### config.mk
export PLATFORM = sky130hd
export DESIGN_NAME = fifo_drain_module
export DESIGN_NICKNAME = d
export VERILOG_FILES = /design/src/rtl/fifo_drain_module_pkg.sv /design/src/rtl/fifo_drain_module.sv
export SDC_FILE = /design/constraint.sdc
export NUM_CORES = 1
export LEC_CHECK = 0
export ABC_AREA = 1
export CORE_AREA = 5 5 87 57
export DETAILED_ROUTE_END_ITERATION = 10
export DIE_AREA = 0 0 92 62
export PLACE_DENSITY = 0.82
export SYNTH_ARGS = -nofsm -noshare
export SYNTH_HDL_FRONTEND = slang
export SYNTH_SLANG_ARGS = --single-unit
### constraint.sdc
create_clock -name clk -period 1.6 [get_ports clk]
set_input_delay 0.16 -clock clk [delete_from_list [all_inputs] [get_ports clk]]
set_output_delay 0.16 -clock clk [all_outputs]
set_load 0.01 [all_outputs]
### src/rtl/fifo_drain_module_pkg.sv
// Shared constants, FSM state encoding and byte-select helper for the FIFO drain controller.
package fifo_drain_module_pkg;

  localparam int unsigned FIFO_DEEP = 16;
  localparam int unsigned WORD_W    = 16;
  localparam int unsigned BYTE_W    = 8;
  localparam int unsigned LEFT_W    = 5;

  typedef enum logic [2:0] {
    ST_IDLE    = 3'd0,
    ST_RD_REQ  = 3'd1,
    ST_RD_WAIT = 3'd2,
    ST_SEND_A  = 3'd3,
    ST_SEND_B  = 3'd4
  } state_e;

  // Select the high (hi=1) or low (hi=0) byte of a FIFO word.
  function automatic logic [BYTE_W-1:0] pick_byte(input logic [WORD_W-1:0] w, input logic hi);
    return hi ? w[WORD_W-1:BYTE_W] : w[BYTE_W-1:0];
  endfunction

endpackage

### src/rtl/fifo_drain_module.sv
// Read-side controller: pops one FIFO word at a time and sends it as two bytes
// over a valid/ready byte interface. All outputs come from flops or state decode.
module fifo_drain_module
  import fifo_drain_module_pkg::*;
#(
  parameter int unsigned FIFO_DEEP = fifo_drain_module_pkg::FIFO_DEEP,
  parameter bit          MSB_FIRST = 1'b1
) (
  input  logic                clk,
  input  logic                rst_n,
  input  logic                enable,
  input  logic [LEFT_W-1:0]   left_sig,
  input  logic [WORD_W-1:0]   fifo_read_data,
  output logic                read_req,
  output logic [BYTE_W-1:0]   tx_data,
  output logic                tx_valid,
  input  logic                tx_ready,
  output logic                busy,
  output logic [WORD_W-1:0]   word_cnt
);

  localparam logic [LEFT_W-1:0] DEEP_L = LEFT_W'(FIFO_DEEP);

  state_e              state_q, state_d;
  logic [WORD_W-1:0]   hold_q, hold_d;
  logic [BYTE_W-1:0]   tx_data_q, tx_data_d;
  logic                tx_valid_q, tx_valid_d;
  logic [WORD_W-1:0]   word_cnt_q, word_cnt_d;
  logic                fifo_has_data;

  // Values above FIFO_DEEP are illegal and fall into the "empty" side of this compare.
  assign fifo_has_data = (left_sig < DEEP_L);

  // State register.
  always_ff @(posedge clk or negedge rst_n) begin
    if (!rst_n) begin
      state_q <= ST_IDLE;
    end else begin
      state_q <= state_d;
    end
  end

  // Next-state logic: one word in flight at a time, left_sig only consulted in IDLE.
  always_comb begin
    state_d = state_q;
    unique case (state_q)
      ST_IDLE:    if (enable && fifo_has_data) state_d = ST_RD_REQ;
      ST_RD_REQ:  state_d = ST_RD_WAIT;
      ST_RD_WAIT: state_d = ST_SEND_A;
      ST_SEND_A:  if (tx_ready) state_d = ST_SEND_B;
      ST_SEND_B:  if (tx_ready) state_d = ST_IDLE;
      default:    state_d = ST_IDLE;
    endcase
  end

  // Outputs decoded purely from the state register.
  always_comb begin
    read_req = (state_q == ST_RD_REQ);
    busy     = (state_q != ST_IDLE);
  end

  // Datapath next values: capture word, stage bytes, count completed words.
  always_comb begin
    hold_d     = hold_q;
    tx_data_d  = tx_data_q;
    tx_valid_d = tx_valid_q;
    word_cnt_d = word_cnt_q;
    unique case (state_q)
      ST_RD_WAIT: begin
        hold_d     = fifo_read_data;
        tx_data_d  = pick_byte(fifo_read_data, MSB_FIRST);
        tx_valid_d = 1'b1;
      end
      ST_SEND_A: begin
        if (tx_ready) begin
          tx_data_d = pick_byte(hold_q, !MSB_FIRST);
        end
      end
      ST_SEND_B: begin
        if (tx_ready) begin
          tx_valid_d = 1'b0;
          word_cnt_d = word_cnt_q + WORD_W'(1);
        end
      end
      default: ;
    endcase
  end

  // Datapath registers.
  always_ff @(posedge clk or negedge rst_n) begin
    if (!rst_n) begin
      hold_q     <= '0;
      tx_data_q  <= '0;
      tx_valid_q <= 1'b0;
      word_cnt_q <= '0;
    end else begin
      hold_q     <= hold_d;
      tx_data_q  <= tx_data_d;
      tx_valid_q <= tx_valid_d;
      word_cnt_q <= word_cnt_d;
    end
  end

  assign tx_data  = tx_data_q;
  assign tx_valid = tx_valid_q;
  assign word_cnt = word_cnt_q;

endmodule

; ---- After elaboration in Yosys (flattened, before gate mapping)
; Index checks and enable logic that the tools add are counted.
[classes]
mux = 8
reduce_logical = 9
order_cmp = 1
n_eq_ne = 7
n_addsub = 1
[ops]
columns = cell, count
row1 = 16-bit by 1-bit adder with 16-bit output (second input constant), 1
row2 = 8-bit one-hot mux with 2 select lines, 1
row3 = 3-bit one-hot mux with 5 select lines, 1
row4 = 3-bit two-way mux, 3
row5 = 8-bit two-way mux, 1
row6 = 3-bit by 2-bit == test with 1-bit output (second input constant), 2
row7 = 2-bit inequality test (second input constant), 3
row8 = 2-bit AND reduction, 3
row9 = 5-bit less-than comparator (second input constant), 1
row10 = 2-bit nonzero test, 2
row11 = 3-bit by 1-bit == test with 1-bit output (second input constant), 1
row12 = 3-bit == test (second input constant), 1
row13 = 3-bit zero test, 1
row14 = 3-bit AND reduction, 1
row15 = 3-bit nonzero test, 1
row16 = 1-bit one-hot mux with 2 select lines, 1
row17 = 1-bit logical AND, 1
row18 = 1-bit two-way mux, 1
[word_totals]
in_bits = 25
ff_bits = 36

; ---- Logic depth before layout (Yosys ltp)
[depth]
word_depth = 4
depth_mapped = 9

; ---- Worst setup path before layout
; No wires, ideal clock.
[synth_path]
path_type = flip-flop to flip-flop
from = register word_cnt_q[1], in the netlist word_cnt[1]
to = register word_cnt_q[12], in the netlist word_cnt[12]
setup_time_ns = 0.123
n_path_buf = 0
slack_ns = 0.222
synth_period_minus_slack_ns = 1.378
path_stages_with_launch = 9
arrival_ns = 1.255
path_cell_list = dfrtp_1 > ha_1 > inv_1 > nor2_1 > nand2_1 > nor2_2 > nand2_1 > o21ai_0 > nand2_1
[synth_via]
elab_chain_cells = 1
[synth_lines]
columns = item, line
row1 = "start, declared", fifo_drain_module.sv:28  ; logic [WORD_W-1:0] word_cnt_q, word_cnt_d;
row2 = "start signal, assigned", fifo_drain_module.sv:100  ; word_cnt_q <= word_cnt_d;
row3 = 16-bit by 1-bit adder with 16-bit output, fifo_drain_module.sv:82  ; word_cnt_d = word_cnt_q + WORD_W'(1);
; No other way between the ends.
; A chain may end at the register's enable or synchronous reset.

; ---- Final worst setup path
[layout_path]
from = register word_cnt_q[9], in the netlist word_cnt[9]
to = output port word_cnt[9]
[layout_lines]
columns = item, line
row1 = "end, declared", fifo_drain_module.sv:19  ; output logic [WORD_W-1:0] word_cnt
; No word-level cell between the ends.

==> flow_summary.json <==
{
  "max-cap-violations": 0,
  "coreArea_um2": 4010,
  "synth_most_common_cell": "nand2_1",
  "grt_max_degree": 37,
  "setup_viol": 0,
  "slowest_stage": "clkdlybuf4s50_1",
  "yosys_warnings": 0,
  "synth_area_um2": 1810,
  "insertedDiodeCount": 0,
  "drive_gt1_frac": 0.107,
  "dp.cells": 314,
  "cts-root-buf": "clkbuf_8",
  "rrSetupSlack_ns": 0.14,
  "rows": 18,
  "htreeDepth": 2,
  "synth_flop_cell": "dfrtp_1",
  "clock-sinks": 36,
  "fp.dieW_um": 92,
  "cp.required_ns": 1.44,
  "yosys.cell_types.count": 27,
  "worstSkewPairLatency_ns": 0.28,
  "track_usage": 0.155,
  "fmax_mhz": 685,
  "grt_pass1_wl_mm": 6.71,
  "path_clk_slew_ns": 0.07,
  "grt-ovfl-total": 0,
  "dr.pass1.iters": 4,
  "io_buffers": 47,
  "hold_buffers": 0,
  "ys_seq_elements": 36,
  "nNetsFinal": 298,
  "finalHoldViolCount": 0,
  "drtIter0Drc": 65,
  "synth_top_cell_area_share": 0.499,
  "timing.hold.ws_ns": 0.276,
  "fp.dieH_um": 62,
  "vias": 1512,
  "dieArea_um2": 5700,
  "ant_nets": 0,
  "path_cells": "clkdlybuf4s50_1",
  "path_delay_family": "buffers and inverters",
  "antenna_found_initial": 0,
  "area_growth_pct": 35.5,
  "critPathBufInv": 1,
  "slew_headroom": 0.708,
  "syn_inst": 218,
  "synth_area_leaders": "dfrtp_1 (50%), nand2_1 (11%), inv_1 (7.3%), nor2_1 (5.6%), nand3b_1 (4.2%)",
  "arrival_ns": 1.30,
  "cts-buffers-inserted": 5,
  "synth_edf_count": 0,
  "boundaryPins": 52,
  "drc": 0,
  "rsz0062_at_grt": "yes",
  "start_util": 0.451,
  "critPathMaxFanout": 6,
  "fin_cells": 322,
  "vias_per_cell": 4.70,
  "fin_crit_sh": 0.913,
  "finalCriticalPeriod_ns": 1.46,
  "fin_skew_ns": 0.00215,
  "wire_per_inst_um": 12.3,
  "cts_buffer_depth": 2,
  "async_flop_share": 1.00,
  "hpwlAfterDp_mm": 3.06,
  "slowest_delay_ns": 0.57,
  "crit_path_end_kind": "output pin",
  "hp-class": "input port to asynchronous set/reset pin",
  "mappedNetlistNets": 244,
  "slew_violations": 0,
  "routed_wl_mm": 3.97,
  "start_kind": "flip-flop",
  "yosys.area.top_type": "dfrtp_1",
  "tritoncts": "built",
  "ir_drop_v": 0.00111,
  "power_density_nw_per_um2": 1420,
  "syn_area_per_cell_um2": 8.29,
  "place_congestion": 0.803,
  "rr_startpoint": "word_cnt[1]",
  "reg2reg_to": "word_cnt[10]",
  "rr_worst_depth": 8,
  "timing_worst_setup_path_type": "flip-flop to output pin",
  "yosysSeqAreaShare": 0.499,
  "grt_pass1_vias": 1441,
  "outcome": "completed",
  "ys_top_cells_by_count": "nand2_1 (51), dfrtp_1 (36), inv_1 (35)",
  "power.leakage_nw": 1.16,
  "tightest_slew_ns": 0.438
}
-- stage by stage --
stage / setup WS, ns / util / instance area (µm²) / power, mW / setup TNS [ns]
after global routing: -0.00577 / 0.611 / 2450 / 3.76 / -0.00577
after global placement: 0.105 / 0.580 / 2320 / 2.73 / 0
after floorplan: 0.222 / - / 1810 / 2.25 / 0
after detailed placement: 0.0843 / 0.580 / 2320 / 2.79 / 0
after CTS: 0.0650 / 0.608 / 2440 / 3.50 / 0
final: 0.139 / 0.611 / 2450 / 3.47 / 0
-- registers in the layout, indices dropped and copies added (netlist names) --
name      cells
word_cnt     16
hold_q        8
tx_data       8
state_q       3
tx_valid      1
-- cell usage in the layout, fill, tap and decap left out --
master	instances
nand3_4	1
ha_1	1
o21ai_4	1
inv_4	1
clkbuf_8	7
nand2_2	1
nor3_4	1
buf_4	5
inv_2	1
dfrtp_1	34
xor2_1	6
clkbuf_2	1
dlygate4sd2_1	1
nor2_2	2
inv_1	35
nor2_1	26
o21ai_0	9
o21ai_1	3
xnor2_1	2
nor3_1	1
nand2_1	51
nand3b_1	10
a21oi_1	8
nor3_2	4
dfrtp_2	2
nand3_1	7
a31oi_1	1
clkdlybuf4s50_1	45
nand4_1	3
nor2_4	2
-- metal layers --
| metal | up-vias | track usage | part of all wire | routed length, µm |
|---|---|---|---|---|
| li1 | 784 | - | - | - |
| met1 | 689 | 0.202 | 0.50 | 1980 |
| met2 | 30 | 0.250 | 0.44 | 1730 |
| met3 | 9 | 0.0397 | 0.046 | 184 |
| met4 | 0 | 0.0698 | 0.018 | 70 |
| met5 | - | 0 | 0 | 0 |
-- worst max-delay path by stage --
| stage | slack, ns | end | from | cells after the start |
|---|---|---|---|---|
| after floorplan | 0.22 | word_cnt[12] | word_cnt[1] | 8 |
| after global placement | 0.10 | word_cnt[10] | tx_ready | 6 |
| after detailed placement | 0.08 | word_cnt[12] | tx_ready | 6 |
| after CTS | 0.06 | read_req | state_q[2] | 3 |
| after global routing | -0.006 | tx_data[0] | state_q[2] | 6 |
| final | 0.14 | word_cnt[9] | word_cnt[9] | 1 |
-- power by group --
| group | total, mW | internal, mW | leakage [nW] | switching, mW |
|---|---|---|---|---|
| Sequential | 1.38 | 1.20 | 0.438 | 0.175 |
| Combinational | 1.41 | 0.639 | 0.672 | 0.774 |
| Clock | 0.685 | 0.383 | 0.0503 | 0.302 |
-- cells by family (layout without fill, tap and decap cells) --
logic type | count (synthesis) | in the layout | synth area share
buffers and inverters | 42 | 96 | 0.104
xor gates and xnor gates | 8 | 8 | 0.0388
adders and majority gates | 1 | 1 | 0.00692
DFF | 36 | 36 | 0.499
AOI/OAI and AO/OA | 22 | 22 | 0.0679
and+or+nand+nor | 109 | 109 | 0.284
-- area by class of cell --
class                      instances  area [µm²]
fill                             359        1560
sequential                        36         903
multi-input combinational        140         743
timing repair buffer              52         502
inverter                          37         141
clock buffer                       7        96.3
tap                               50        62.6
-- timing repair --
item / CTS / global route
buffers inserted: 1 / 0
gates cloned: 0 / 0
gates resized for setup: 5 / 7
setup endpoints to repair: 2 / 4
Power figures use the tool's default switching activity.
